**src/rtl/puf_ro_reader.sv**
```systemverilog
`default_nettype none
// ============================================================================
//  Module   : puf_ro_reader
//  Brief    : Ring-oscillator PUF readout. Counts synchronized oscillator edges
//             over two gated windows (one per challenge), compares the counts.
//  Revision : 1.0 - initial release
// ============================================================================
module puf_ro_reader #(
    parameter int GATE_CYCLES   = 1024,
    parameter int SETTLE_CYCLES = 16,
    parameter int CNT_W         = 16,
    parameter int SYNC_STAGES   = 2
) (
    input  logic             clk,
    input  logic             rst_n,
    input  logic             start,
    input  logic [1:0]       chal_a,
    input  logic [1:0]       chal_b,
    input  logic             puf_osc,
    output logic             puf_enable,
    output logic [1:0]       puf_control,
    output logic             busy,
    output logic             done,
    output logic             response,
    output logic             tie,
    output logic [CNT_W-1:0] count_a,
    output logic [CNT_W-1:0] count_b
);

    localparam int c_MAX_CYC = (GATE_CYCLES > SETTLE_CYCLES) ? GATE_CYCLES : SETTLE_CYCLES;
    localparam int c_TMR_W   = (c_MAX_CYC > 1) ? $clog2(c_MAX_CYC) : 1;
    localparam logic [c_TMR_W-1:0] c_GATE_LD   = c_TMR_W'(GATE_CYCLES - 1);
    localparam logic [c_TMR_W-1:0] c_SETTLE_LD = c_TMR_W'(SETTLE_CYCLES - 1);
    localparam logic [CNT_W-1:0]   c_CNT_MAX   = '1;

    typedef enum logic [2:0] {
        ST_IDLE     = 3'd0,
        ST_SETTLE_A = 3'd1,
        ST_MEAS_A   = 3'd2,
        ST_SETTLE_B = 3'd3,
        ST_MEAS_B   = 3'd4,
        ST_CMP      = 3'd5
    } state_t;

    state_t               r_state;
    state_t               w_state_nxt;
    logic [c_TMR_W-1:0]   r_timer;
    logic [c_TMR_W-1:0]   w_timer_nxt;
    logic                 w_accept;
    logic [1:0]           r_chal_a;
    logic [1:0]           r_chal_b;
    logic [SYNC_STAGES-1:0] r_sync;
    logic                 r_sync_prev;
    logic                 w_rise;
    logic [CNT_W-1:0]     r_cnt_a;
    logic [CNT_W-1:0]     r_cnt_b;
    logic [CNT_W-1:0]     w_cnt_a_nxt;
    logic [CNT_W-1:0]     w_cnt_b_nxt;
    logic                 w_load;
    logic                 r_done;
    logic                 r_response;
    logic                 r_tie;
    logic [CNT_W-1:0]     r_count_a;
    logic [CNT_W-1:0]     r_count_b;

    // Synchronizer plus one history flop; an edge is a 0->1 step of the last stage.
    always_ff @(posedge clk) begin
        if (!rst_n) begin
            r_sync      <= '0;
            r_sync_prev <= 1'b0;
        end else begin
            r_sync      <= {r_sync[SYNC_STAGES-2:0], puf_osc};
            r_sync_prev <= r_sync[SYNC_STAGES-1];
        end
    end

    assign w_rise = r_sync[SYNC_STAGES-1] & ~r_sync_prev;

    always_comb begin
        w_state_nxt = r_state;
        w_timer_nxt = r_timer;
        w_accept    = 1'b0;
        puf_enable  = 1'b0;
        puf_control = 2'b00;
        case (r_state)
            ST_IDLE: begin
                if (start) begin
                    w_state_nxt = ST_SETTLE_A;
                    w_timer_nxt = c_SETTLE_LD;
                    w_accept    = 1'b1;
                end
            end
            ST_SETTLE_A, ST_MEAS_A: begin
                puf_enable  = 1'b1;
                puf_control = r_chal_a;
                if (r_timer == '0) begin
                    w_state_nxt = (r_state == ST_SETTLE_A) ? ST_MEAS_A : ST_SETTLE_B;
                    w_timer_nxt = (r_state == ST_SETTLE_A) ? c_GATE_LD : c_SETTLE_LD;
                end else begin
                    w_timer_nxt = r_timer - c_TMR_W'(1);
                end
            end
            ST_SETTLE_B, ST_MEAS_B: begin
                puf_enable  = 1'b1;
                puf_control = r_chal_b;
                if (r_timer == '0) begin
                    w_state_nxt = (r_state == ST_SETTLE_B) ? ST_MEAS_B : ST_CMP;
                    w_timer_nxt = (r_state == ST_SETTLE_B) ? c_GATE_LD : '0;
                end else begin
                    w_timer_nxt = r_timer - c_TMR_W'(1);
                end
            end
            ST_CMP: begin
                w_state_nxt = ST_IDLE;
            end
            default: begin
                w_state_nxt = ST_IDLE;
                w_timer_nxt = '0;
            end
        endcase
    end

    always_ff @(posedge clk) begin
        if (!rst_n) begin
            r_state  <= ST_IDLE;
            r_timer  <= '0;
            r_chal_a <= 2'b00;
            r_chal_b <= 2'b00;
        end else begin
            r_state <= w_state_nxt;
            r_timer <= w_timer_nxt;
            if (w_accept) begin
                r_chal_a <= chal_a;
                r_chal_b <= chal_b;
            end
        end
    end

    // Saturating edge counters, cleared when a read is accepted.
    always_comb begin
        w_cnt_a_nxt = r_cnt_a;
        w_cnt_b_nxt = r_cnt_b;
        if (w_accept) begin
            w_cnt_a_nxt = '0;
            w_cnt_b_nxt = '0;
        end else if (w_rise) begin
            if (r_state == ST_MEAS_A && r_cnt_a != c_CNT_MAX)
                w_cnt_a_nxt = r_cnt_a + CNT_W'(1);
            if (r_state == ST_MEAS_B && r_cnt_b != c_CNT_MAX)
                w_cnt_b_nxt = r_cnt_b + CNT_W'(1);
        end
    end

    // Results are registered on entry to CMP so they are valid while done is high.
    assign w_load = (r_state == ST_MEAS_B) && (w_state_nxt == ST_CMP);

    always_ff @(posedge clk) begin
        if (!rst_n) begin
            r_cnt_a    <= '0;
            r_cnt_b    <= '0;
            r_done     <= 1'b0;
            r_response <= 1'b0;
            r_tie      <= 1'b0;
            r_count_a  <= '0;
            r_count_b  <= '0;
        end else begin
            r_cnt_a <= w_cnt_a_nxt;
            r_cnt_b <= w_cnt_b_nxt;
            r_done  <= w_load;
            if (w_load) begin
                r_count_a  <= w_cnt_a_nxt;
                r_count_b  <= w_cnt_b_nxt;
                r_response <= (w_cnt_a_nxt > w_cnt_b_nxt);
                r_tie      <= (w_cnt_a_nxt == w_cnt_b_nxt);
            end
        end
    end

    assign busy     = (r_state != ST_IDLE);
    assign done     = r_done;
    assign response = r_response;
    assign tie      = r_tie;
    assign count_a  = r_count_a;
    assign count_b  = r_count_b;

endmodule
`default_nettype wire
```
**config.mk**
```make
export PLATFORM = sky130hd
export DESIGN_NAME = puf_ro_reader
export DESIGN_NICKNAME = d
export VERILOG_FILES = /design/src/rtl/puf_ro_reader.sv
export SDC_FILE = /design/constraint.sdc
export NUM_CORES = 1
export LEC_CHECK = 0
export CAP_MARGIN = 20
export CORE_MARGIN = 4
export CORE_UTILIZATION = 30
export DETAILED_ROUTE_END_ITERATION = 7
export PLACE_DENSITY = 0.45
export SETUP_SLACK_MARGIN = 0.1
export SLEW_MARGIN = 25
export SYNTH_ARGS = -nofsm -noshare
export SYNTH_HDL_FRONTEND = slang
export SYNTH_SLANG_ARGS = --single-unit
```
**constraint.sdc**
```tcl
create_clock -name clk -period 3.79 [get_ports clk]
set_input_delay 0.758 -clock clk [delete_from_list [all_inputs] [get_ports clk]]
set_output_delay 0.758 -clock clk [all_outputs]
set_load 0.02 [all_outputs]
```
==> results.sh <==
export IMPL_post_cts_resized=0
export IMPL_cp_num_buf_inv=0
export IMPL_crit_required_ps=4020
export IMPL_die_area_um2=16400
export IMPL_grt_setup_unrepaired="false"
export IMPL_path_max_fanout=10
export IMPL_drive_above_1_share_pct=10.2
export IMPL_maxSlewViolCount=0
export IMPL_power_per_cell_area_nw_per_um2=484
export IMPL_cts_buffers_inserted=9
export IMPL_place_ws_ps=396
export IMPL_dr_wl_met2_mm=5.33
export IMPL_grt_max_degree=34
export IMPL_cp_end_kind="flip-flop"
export IMPL_cts_hold_buf=0
export IMPL_peakVddDrop_mv=0.318
export IMPL_antenna_found_initial=0
export IMPL_die_width_um=128
export IMPL_drc_errors=0
export IMPL_ys_flop_type="dfxtp_1"
export IMPL_cts_tree="built"
export IMPL_max_slew_margin_pct=49.2
export IMPL_netlist_instances=522
export IMPL_nets=603
export IMPL_root_buffer="clkbuf_16"
export IMPL_finClkSkew_ps=10.3
export IMPL_hold_class="reg -> reg"
export IMPL_ys_seq_area_share_pct=40.3
export IMPL_io_pins=47
export IMPL_area_growth_pct=25.0
export IMPL_stdcell_count=761
export IMPL_cts_sinks=87
export IMPL_drv_cap=0
export IMPL_fin_crit_sh_pct=89.5
export IMPL_die_h_um=128
export IMPL_post_cts_setup_buffer_count=0
export IMPL_grt_use_total_pct=15.0
export IMPL_synthMuxAreaShare_pct=1.62
export IMPL_finalWirelength_mm=11.9
export IMPL_critPathMaxStageDelay_ps=530
export IMPL_worstPathCellList="or3b_1, nor4_4, nor4b_2, xnor2_1, or2_1, ha_1, nand4_1, nor4_1, a21oi_1, a21oi_1, a21oi_1"
export IMPL_final_hold_viol_count=0
export IMPL_synth_xor_area_share_pct=4.87
export IMPL_vias_per_cell=5.04
export IMPL_critPathSlowestCell="or3b_1"
export IMPL_start_util_pct=30.9
export IMPL_drtIter0Drc=270
export IMPL_synth_nets=549
export IMPL_syn_area_um2=4320
export IMPL_setup_viol=0
export IMPL_cts_buffer_depth=2
export IMPL_critical_path_top_delay_family="simple AND/OR/NAND/NOR gates"
export IMPL_crit_top_cell="a21oi_1"
export IMPL_grt_pass1_vias=3683
export IMPL_status="finished, final reports clean"
export IMPL_rows=43
export IMPL_grt_pass1_wl_mm=19.5
export IMPL_ant_nets=0
export IMPL_avgSynthCellArea_um2=8.27
export IMPL_yosys_area_share_simple_pct=28.8
export IMPL_fmax_mhz=295
export IMPL_gp_congestion=0.840
export IMPL_fin_crit_ps=3390
export IMPL_arrival_ps=3620
export IMPL_top_layer="met4"
export IMPL_met3_length_um=460
export IMPL_cts_clk_slew_worst_paths_ps=60
export IMPL_synthAdderAreaFrac_pct=5.51
export IMPL_ys_types=63
export IMPL_via_count=3838
export IMPL_port_buffers=46
export IMPL_drt_met1_wl_mm=5.93
export IMPL_diodes=0
export IMPL_drt_pass1_iterations=4
export IMPL_dp_cells=745
export IMPL_async_reset_ff_share_pct=0
export IMPL_synth_edf_count=0
export IMPL_htree_num_levels=3
export IMPL_final_setup_worst_slack_ps=398
export IMPL_yosys_warnings=0
export IMPL_synth_top_family_by_area="simple AND/OR/NAND/NOR gates"
export IMPL_total_power_mw=2.61
export IMPL_tightest_slew_ps=755
export IMPL_start_kind="flip-flop"
export IMPL_ys_seq_elements=87
export IMPL_holdWs_ps=430
export IMPL_criticalPathCategory="reg -> reg"
export IMPL_coreArea_um2=14000
export IMPL_wl_per_cell_um=15.6
export IMPL_dp_hpwl_mm=8.85
export IMPL_gr_total_overflow=0
export IMPL_synth_compound_area_share_pct=15.5
export IMPL_p_leak_nw=1.90
export IMPL_tns_ps=0
export IMPL_clk_latency_ps=350
==> cell type report <==
type	instances	area, um^2
well taps	180	225
inverters	12	45.0
repair buffers	66	611
clock inverters	3	65.1
multi-input cells	400	2450
fillers	1440	8590
clock buffers	13	260
flip-flops and latches	87	1740
==> logic make-up (layout without fill, tap and decap cells) <==
logic type / count (synthesis) / count (layout)
AND/OR/NAND/NOR: 239 / 239
AO/OA/AOI/OAI: 111 / 111
flip-flops: 87 / 87
buffers and inverters: 35 / 94
XOR/XNOR: 24 / 24
adder cells (fa/ha/maj): 19 / 19
multiplexers: 7 / 7
==> where the power goes <==
part	leakage [nW]	internal, mW	switching [mW]
combinational	1.04	0.224	0.387
sequential	0.703	0.964	0.0592
clock	0.160	0.613	0.364
total	1.90	1.80	0.811
==> cell usage in the layout (no fill, tap or decap), drive strengths merged, types with 3 or more instances in the layout <==
cell type      netlist  layout
a211oi               3       3
a21oi               31      31
a22o                 5       5
a31oi                5       5
and2                 7       7
and3                 6       6
buf                  4      20
clkbuf              19      13
clkdlybuf4s50        0      46
dfxtp               87      87
ha                  19      19
inv                 12      12
mux2i                7       7
nand2               65      65
nand2b               5       5
nand3               14      14
nand4               12      12
nor2                63      63
nor3                16      16
nor3b                5       5
nor4                 9       9
nor4b                4       4
o21a                 4       4
o21ai               44      44
or2                 15      15
or3                  6       6
or4                  4       4
xnor2               21      21
xor2                 3       3
==> cells in the mapped netlist (2+ instances only) <==
master    instances  area [um^2]
nor2_1           63          236
mux2i_1           7         70.1
nor3_1           14         70.1
a32oi_1           2         17.5
a22o_1            5         43.8
nor4b_2           2         30.0
a21oi_1          31          155
or2_2             7         43.8
nand3_1          14         70.1
nand2_1          65          244
o21ai_1           2         10.0
nor3b_1           4         30.0
o21ai_0          42          210
dfxtp_1          87         1740
and2_1            7         43.8
or3_1             5         31.3
ha_1             19          238
a21o_1            2         15.0
and3_1            6         37.5
xnor2_1          21          184
or2_1             8         50.1
clkbuf_1         19         71.3
inv_1            11         41.3
nor4_1            5         31.3
o21bai_1          2         15.0
o31a_1            2         17.5
nand4_1          12         75.1
or4_1             4         30.0
nor4b_1           2         17.5
nor4_2            3         37.5
xor2_1            3         26.3
a211oi_1          2         15.0
nor3_2            2         20.0
o21a_1            4         30.0
nand2b_1          5         31.3
a31oi_1           5         31.3
and4_1            2         17.5
==> worst paths after layout <==
| check | start | end | slack (ps) | depth (start not counted) |
|---|---|---|---|---|
| min | r_sync[0]$_SDFF_PN0_ | r_sync[1]$_SDFF_PN0_ | 430 | 1 |
| max reg2reg | r_state[0]$_SDFF_PN0_ | response$_SDFFE_PN0P_ | 400 | 11 |
| max | r_state[0]$_SDFF_PN0_ | response$_SDFFE_PN0P_ | 400 | 11 |
| min reg2reg | r_sync[0]$_SDFF_PN0_ | r_sync[1]$_SDFF_PN0_ | 430 | 1 |
==> metrics by stage <==
stage               area [um^2]  util, %
floorplan                  4320        -
detailed placement         5060     36.2
global placement           5060     36.2
global route               5400     38.6
CTS                        5390     38.5
finish                     5400     38.6
==> flip-flops by register name, summed over array words and instances, names as in the netlist <==
| signal | flops |
|---|---|
| count_a | 16 |
| count_b | 16 |
| r_cnt_a | 16 |
| r_cnt_b | 16 |
| r_timer | 10 |
| r_state | 3 |
| r_chal_a | 2 |
| r_chal_b | 2 |
| r_sync | 2 |
| done | 1 |
| r_sync_prev | 1 |
| response | 1 |
| tie | 1 |
==> per-layer routing <==
layer	vias up	GRT usage [%]
met3	16	4.38
met4	0	4.37
met2	51	23.0
li1	1947	-
met1	1824	20.6
met5	-	0
No activity file was read; power rests on OpenSTA's default activity.
